File: config.mk
export PLATFORM = sky130hd
export DESIGN_NAME = xconf_bank
export DESIGN_NICKNAME = d
export VERILOG_FILES = /design/src/rtl/xconf_bank.sv
export SDC_FILE = /design/constraint.sdc
export NUM_CORES = 2
export LEC_CHECK = 0
export ABC_AREA = 1
export CAP_MARGIN = 15
export CORE_MARGIN = 2
export CORE_UTILIZATION = 36
export CTS_BUF_LIST = sky130_fd_sc_hd__clkbuf_4 sky130_fd_sc_hd__clkbuf_8
export CTS_CLUSTER_DIAMETER = 120
export CTS_CLUSTER_SIZE = 40
export DETAILED_ROUTE_END_ITERATION = 8
export DONT_BUFFER_PORTS = 1
export PLACE_DENSITY = 0.5
export SLEW_MARGIN = 20
export SYNTH_ARGS = -nofsm -noshare
export SYNTH_HDL_FRONTEND = slang
export SYNTH_SLANG_ARGS = --single-unit
File: constraint.sdc
create_clock -name clk -period 37.4 [get_ports clk]
set_input_delay 7.48 -clock clk [delete_from_list [all_inputs] [get_ports clk]]
set_output_delay 7.48 -clock clk [all_outputs]
set_load 0.02 [all_outputs]
File: src/rtl/xconf_bank.sv
// xconf_bank: double-buffered configuration bank.
// Host writes land in a shadow bank; COMMIT copies shadow to the active bank
// (conf_out) once the engine is idle. A small FSM streams whole shadow banks
// to and from an external config memory (SAVE / LOAD).
module xconf_bank #(
  parameter int N_FIELDS = 32,
  parameter int FIELD_W  = 16,
  parameter int DATA_W   = 32,
  parameter int N_SLOTS  = 8,
  parameter int ADDR_W   = 6,
  localparam int SLOT_W  = $clog2(N_SLOTS),
  localparam int IDX_W   = $clog2(N_FIELDS)
) (
  input  logic                        clk,
  input  logic                        rst,
  input  logic                        req,
  input  logic                        rnw,
  input  logic [ADDR_W-1:0]           addr,
  input  logic [DATA_W-1:0]           data_in,
  output logic [DATA_W-1:0]           data_out,
  output logic                        ack,
  output logic                        ready,
  input  logic                        engine_busy,
  output logic                        commit_done,
  output logic [N_FIELDS*FIELD_W-1:0] conf_out,
  output logic                        cm_en,
  output logic                        cm_we,
  output logic [SLOT_W+IDX_W-1:0]     cm_addr,
  output logic [FIELD_W-1:0]          cm_wdata,
  input  logic [FIELD_W-1:0]          cm_rdata
);

  typedef enum logic [1:0] {
    S_IDLE,
    S_SAVE,
    S_LOAD_RD,
    S_LOAD_LAST
  } state_t;

  localparam logic [ADDR_W-1:0] A_CLEAR  = ADDR_W'(N_FIELDS);
  localparam logic [ADDR_W-1:0] A_COMMIT = ADDR_W'(N_FIELDS + 1);
  localparam logic [ADDR_W-1:0] A_SAVE   = ADDR_W'(N_FIELDS + 2);
  localparam logic [ADDR_W-1:0] A_LOAD   = ADDR_W'(N_FIELDS + 3);
  localparam logic [ADDR_W-1:0] A_STATUS = ADDR_W'(N_FIELDS + 4);
  localparam logic [IDX_W-1:0]  LAST_IDX = IDX_W'(N_FIELDS - 1);

  state_t             state;
  logic [SLOT_W-1:0]  slot;
  logic [IDX_W-1:0]   idx;
  logic [IDX_W-1:0]   next_idx;
  logic [FIELD_W-1:0] shadow [N_FIELDS];
  logic [FIELD_W-1:0] active [N_FIELDS];
  logic               pending_commit;
  logic               rd_vld;
  logic [IDX_W-1:0]   rd_idx;

  logic               accept;
  logic               is_field;
  logic [IDX_W-1:0]   field_idx;
  logic               wr_field, wr_clear, wr_commit, wr_save, wr_load;
  logic               commit_fire;
  logic [SLOT_W-1:0]  cmd_slot;
  logic [DATA_W-1:0]  rd_value;

  assign ready       = (state == S_IDLE);
  assign accept      = req && ready;
  assign is_field    = (addr < ADDR_W'(N_FIELDS));
  assign field_idx   = addr[IDX_W-1:0];
  assign wr_field    = accept && !rnw && is_field;
  assign wr_clear    = accept && !rnw && (addr == A_CLEAR);
  assign wr_commit   = accept && !rnw && (addr == A_COMMIT);
  assign wr_save     = accept && !rnw && (addr == A_SAVE);
  assign wr_load     = accept && !rnw && (addr == A_LOAD);
  assign cmd_slot    = data_in[SLOT_W-1:0];
  assign next_idx    = idx + 1'b1;
  // The copy is held off while a transfer runs so a half-loaded bank never goes live.
  assign commit_fire = pending_commit && !engine_busy && ready;

  // Host data bits above the field width carry no information for this block.
  if (DATA_W > FIELD_W) begin : g_unused_hi
    logic unused_data_hi;
    assign unused_data_hi = ^data_in[DATA_W-1:FIELD_W];
  end

  // Read mux: shadow field, status word, or zero for unmapped addresses.
  always_comb begin
    // NOTE: default assignment first so no path leaves rd_value unassigned (no latch).
    rd_value = '0;
    if (is_field) begin
      rd_value = DATA_W'(shadow[field_idx]);
    end else if (addr == A_STATUS) begin
      rd_value = DATA_W'({pending_commit, ~ready});
    end
  end

  // Host response: ack pulses one cycle after acceptance, read data registered alongside.
  always_ff @(posedge clk or posedge rst) begin
    // NOTE: sequential state uses non-blocking assignments so every register samples pre-edge values.
    if (rst) begin
      ack      <= 1'b0;
      data_out <= '0;
    end else begin
      ack <= accept;
      if (accept) begin
        data_out <= rnw ? rd_value : '0;
      end
    end
  end

  // Shadow bank: host writes, CLEAR, and field captures returning from a LOAD.
  always_ff @(posedge clk or posedge rst) begin
    if (rst) begin
      // NOTE: this bank is flops, not RAM, and must power up cleared, so it takes the reset.
      for (int k = 0; k < N_FIELDS; k++) shadow[k] <= '0;
    end else begin
      if (rd_vld) begin
        shadow[rd_idx] <= cm_rdata;
      end
      if (wr_field) begin
        shadow[field_idx] <= data_in[FIELD_W-1:0];
      end else if (wr_clear) begin
        for (int k = 0; k < N_FIELDS; k++) shadow[k] <= '0;
      end
    end
  end

  // Commit: pending flag, shadow-to-active copy and the commit_done pulse.
  always_ff @(posedge clk or posedge rst) begin
    if (rst) begin
      pending_commit <= 1'b0;
      commit_done    <= 1'b0;
      for (int k = 0; k < N_FIELDS; k++) active[k] <= '0;
    end else begin
      commit_done <= commit_fire;
      if (commit_fire) begin
        for (int k = 0; k < N_FIELDS; k++) active[k] <= shadow[k];
      end
      if (wr_commit) begin
        pending_commit <= 1'b1;
      end else if (commit_fire) begin
        pending_commit <= 1'b0;
      end
    end
  end

  for (genvar g = 0; g < N_FIELDS; g++) begin : g_conf
    assign conf_out[g*FIELD_W +: FIELD_W] = active[g];
  end

  // SAVE/LOAD sequencer with registered config-memory strobes and a
  // one-stage index pipeline matching the memory's read latency.
  always_ff @(posedge clk or posedge rst) begin
    if (rst) begin
      state    <= S_IDLE;
      slot     <= '0;
      idx      <= '0;
      cm_en    <= 1'b0;
      cm_we    <= 1'b0;
      cm_addr  <= '0;
      cm_wdata <= '0;
      rd_vld   <= 1'b0;
      rd_idx   <= '0;
    end else begin
      rd_vld <= cm_en && !cm_we;
      rd_idx <= cm_addr[IDX_W-1:0];
      case (state)
        S_IDLE: begin
          if (wr_save) begin
            state    <= S_SAVE;
            slot     <= cmd_slot;
            idx      <= '0;
            cm_en    <= 1'b1;
            cm_we    <= 1'b1;
            cm_addr  <= {cmd_slot, {IDX_W{1'b0}}};
            cm_wdata <= shadow[0];
          end else if (wr_load) begin
            state   <= S_LOAD_RD;
            slot    <= cmd_slot;
            idx     <= '0;
            cm_en   <= 1'b1;
            cm_we   <= 1'b0;
            cm_addr <= {cmd_slot, {IDX_W{1'b0}}};
          end
        end
        S_SAVE: begin
          if (idx == LAST_IDX) begin
            state <= S_IDLE;
            cm_en <= 1'b0;
            cm_we <= 1'b0;
          end else begin
            idx      <= next_idx;
            cm_addr  <= {slot, next_idx};
            cm_wdata <= shadow[next_idx];
          end
        end
        S_LOAD_RD: begin
          if (idx == LAST_IDX) begin
            state <= S_LOAD_LAST;
            cm_en <= 1'b0;
          end else begin
            idx     <= next_idx;
            cm_addr <= {slot, next_idx};
          end
        end
        S_LOAD_LAST: begin
          state <= S_IDLE;
        end
        default: begin
          state <= S_IDLE;
          cm_en <= 1'b0;
          cm_we <= 1'b0;
        end
      endcase
    end
  end

endmodule

Word level (Yosys, flattened, before mapping)
Cells that the tools add are included.
Widths: inputs -> output; s select.

word-level totals
  bits in registers = 1101
  input bits = 59
  word-level logic and storage cells = 176

cells by class
  add/sub/neg operators = 1
  $lt $le $gt $ge = 6
  equality and inequality tests = 16
  multiplexer cells = 45
  bitwise logic cells = 4
  reduce and logical (&&, ||, !) cells = 27

operators with widths
  operator            number
  $mux 512            3
  $bwmux 512          2
  $bmux 16 s5         2
  $demux 16 s5        2
  $mux 16             9
  $mux 32             1
  $pmux 16 s2         1
  $eq 6x6->1 const B  5
  $mux 8              3
  $ge 6x6->1 const B  3
  $not 5->6           3
  $pmux 8 s2          1
  $mux 5              3
  $reduce_and 3->1    5
  $logic_and 1x1->1   12
  $lt 6x1->1 const B  2
  $mux 2              5
  $pmux 5 s2          1
  $ne 2x2->1 const B  4
  $pmux 2 s4          1
  $reduce_bool 2->1   4
  $mux 1              7
  $lt 6x6->1 const B  1
  $mux 3              2
  12 further kinds    17

Logic depth before layout (Yosys ltp)
  depth after elaboration = 9
  gate-level depth with buffers = 14

Least setup slack after synthesis
No wires, ideal clock.

  kind = input -> register
  from = in addr[4]
  to = reg shadow[310] (netlist bit)
  setup time = 135 ps
  arrival time = 8765 ps
  setup slack = 28500 ps
  cell stages on the path = 8
  cells stage by stage = buf_2 nor2_2 inv_2 nor2_4 nand2_1 a21oi_4 buf_6 o22ai_1

on the way
  longest elaborated chain between the ends = 7
  elaborated cells between the ends (all ways) = 13

RTL lines
  what                                                            RTL line  text
  start, declared                                                 18        input logic [ADDR_W-1:0] addr,
  $not 5->6 (not written as such)                                 120       shadow[field_idx] <= data_in[FIELD_W-1:0];
  $ge 6x6->1 (not written as such) or $lt 6x1->1 (tied branches)  120
  $logic_and 1x1->1 (not written as such)                         120
  $mux 16 (not written as such)                                   120
  $demux 16 s5                                                    120
  $bwmux 512                                                      120
  $mux 512 (*)                                                    119       if (wr_field) begin
  end signal, assigned by index                                   117       shadow[rd_idx] <= cm_rdata;
  end signal, assigned by index                                   120
  end, declared                                                   51        logic [FIELD_W-1:0] shadow [N_FIELDS];

Mark *: on every way between the ends. The rest lies on a longest branch, timed or not.
A chain may end at the register's enable or synchronous reset.

==> flow_summary.json <==
{
  "routedWlPerCell_um": 30.6,
  "p_switching_mw": 1.66,
  "dp_hpwl_um": 173000,
  "htreeDepth": 2,
  "syn_area_mm2": 0.0540,
  "fin_skew_ns": 0.110,
  "relSlewSlack_pct": 14.1,
  "clockBufferDepth": 3,
  "p_int_mw": 1.81,
  "yosysSeqAreaShare_pct": 50.0,
  "io_pins": 632,
  "rsz0062_at_grt": "false",
  "fin_ws_ns": 26.59,
  "ys_seq_elements": 1080,
  "final_common_cell": "nand2_1",
  "grt_max_degree": 240,
  "clkLatencyLatePin_ns": 0.89,
  "start_util_pct": 36.2,
  "syn_inst": 6831,
  "routed_wl_um": 258000,
  "dr_total_vias": 49712,
  "die_w_um": 391,
  "multi_input_area_mm2": 0.0226,
  "mostFrequentLayoutCells": "1984 x nand2_1, 1079 x dfrtp_1, 887 x o21ai_0",
  "rows": 142,
  "place_inst": 8361,
  "crit_type": "in2async",
  "grt_usage_pct": 32.5,
  "worstHoldPathType": "reg2reg",
  "combPwrFrac_pct": 37.8,
  "post-route-period-util_pct": 28.9,
  "tightest_slew_ns": 1.29,
  "finalCriticalPeriod_ns": 10.81,
  "use_met1_pct": 45.2,
  "dr.pass1.iters": 7,
  "regArea_mm2": 0.0270,
  "final-max-slew-violation-count": 0,
  "cts_inserted_buffers": 41,
  "clockRootBuffer": "clkbuf_8",
  "io_buffers": 0,
  "cts_tree": "yes",
  "grt_busiest_layer": "met2",
  "crit_path_max_fanout": 70,
  "pwr-share-seq_pct": 45.7,
  "clk_pin_slew_ns": 0.21,
  "cp.arrival_ns": 11.68,
  "drt-initial-drc-count": 7452,
  "pwr-share-clk_pct": 16.5,
  "fillCellCount": 15729,
  "core_mm2": 0.149,
  "setup_tns_ns": 0,
  "grt_overflow": 0,
  "status": "complete, no violations",
  "r2r_slack_ns": 32.84,
  "post_cts_buffers": 0,
  "grtUsageMet2_pct": 47.5,
  "grt_pass1_vias": 44961,
  "drive_gt1_share_pct": 4.27,
  "cts_resized": 0,
  "yosys.cell_types.count": 43,
  "grt_pass1_wl_um": 358000,
  "nets": 6454,
  "cp.required_ns": 38.27,
  "hold_viol_final": 0,
  "p_leak_nw": 26.2,
  "post-place-ws_ns": 25.53,
  "vias_per_cell": 5.90,
  "ir_drop_uv": 60.2,
  "drc": 0,
  "syn_to_final_growth_pct": 3.19,
  "swShare_pct": 47.8,
  "die_area_mm2": 0.153,
  "setup_viol": 0,
  "final-instance-count-excl-fill": 8430,
  "routabilityCongestion": 0.945,
  "final_antenna_net_count": 0,
  "fmax_mhz": 92.5,
  "use_met3_pct": 7.82,
  "hold_buffers": 0,
  "final_core_util_pct": 37.3,
  "antenna_found_initial": 11,
  "yosysWarnings": 0,
  "endpoint_kind": "async pin",
  "dieHeight_um": 391,
  "syn_avg_cell_area_um2": 7.91,
  "startpoint_type": "input port",
  "cap_violations": 0,
  "clkSinkCount": 1080,
  "p_per_area_mw_per_mm2": 62.2
}
[flip-flops by register name, summed over array words and instances, names as in the netlist]
name,cells
shadow,512
pending_commit,1
data_out,16
cm_en,1
slot,3
rd_idx,5
conf_out,512
cm_wdata,16
rd_vld,1
cm_addr,8
ack,1
state,2
commit_done,1
cm_we,1
[synthesized netlist by cell type, drive strengths merged]
cell,n,area share (%)
a21oi,196,2.0
nor3b,1,0.023
conb,1,0.0069
nor2,272,2.5
clkbuf,333,2.3
nand4,48,0.56
nand3,493,4.9
a22oi,53,0.74
o21ai,895,8.3
inv,516,3.6
o32ai,16,0.26
and2,1,0.012
xor2,1,0.016
clkinv,4,0.028
mux2i,57,1.1
xnor2,1,0.016
buf,244,2.5
nor3,16,0.18
ha,7,0.16
dfrtp,1080,50
nand2,2011,14
o21a,7,0.097
o22ai,563,6.5
nand3b,3,0.042
o211ai,12,0.17
[stage by stage]
stage	hold slack [ns]	power (mW)	cell area, um^2
after global placement	0.471	2.85	54700
final	0.528	3.47	55800
after global routing	0.565	3.60	55800
after CTS	0.529	3.44	55700
after floorplan	0.453	2.31	54100
after detailed placement	0.483	2.87	54700
[power by group through the flow]
stage | registers [mW] | logic (mW) | clock network [mW]
after floorplan | 1.49 | 0.814 | 0
after global placement | 1.59 | 1.26 | 0
after detailed placement | 1.60 | 1.27 | 0
after CTS | 1.57 | 1.27 | 0.587
after global routing | 1.60 | 1.39 | 0.622
final | 1.59 | 1.31 | 0.572
[path summary, 6_finish.rpt]
check | depth (start not counted) | to | from
min | 2 | slot[1]$_DFFE_PP0P_ | slot[1]$_DFFE_PP0P_
max reg2reg | 10 | shadow[370]$_DFF_PP0_ | state[0]$_DFFE_PP0P_
min reg2reg | 2 | slot[1]$_DFFE_PP0P_ | slot[1]$_DFFE_PP0P_
max | 6 | conf_out[404]$_DFFE_PP0P_ | rst
min in group asynchronous | 1 | conf_out[170]$_DFFE_PP0P_ | rst
max in group clk | 6 | conf_out[170]$_DFFE_PP0P_ | engine_busy
[critical path, cell delays in order]
cell	delay [ns]
clkinvlp_4	0.29
buf_4	0.63
buf_4	0.65
buf_4	0.83
buf_4	0.74
buf_4	0.83
[layout make-up]
class / count / share of cell area, %
Clock buffer: 44 / 1.09
Inverter: 520 / 3.54
Tap cell: 2016 / 4.52
Clock inverter: 23 / 0.783
Antenna cell: 2 / 0.00898
Timing Repair Buffer: 76 / 1.07
Multi-Input combinational cell: 4669 / 40.5
Sequential cell: 1080 / 48.5
[layer usage]
| metal | share of wire [%] | vias to the layer above | wire, um |
|---|---|---|---|
| li1 | - | 21739 | - |
| met1 | 41 | 24477 | 105000 |
| met2 | 43 | 3042 | 110000 |
| met3 | 11 | 446 | 28800 |
| met4 | 5.4 | 8 | 13900 |
| met5 | 0.021 | - | 54 |
[cells by family (layout without fill, tap and decap cells)]
| family | Yosys count | in the layout | synth area share [%] |
|---|---|---|---|
| fa+ha+maj | 7 | 7 | 0.162 |
| simple gates | 2845 | 2845 | 22.2 |
| xor+xnor | 2 | 2 | 0.0324 |
| compound gates | 1742 | 1742 | 18.1 |
| mux | 57 | 57 | 1.06 |
| flops | 1080 | 1080 | 50.0 |
| buf+inv | 1097 | 663 | 8.44 |
| other cells | 1 | 18 | 0.00694 |
Note: power is estimated with default switching activity, not from simulation.
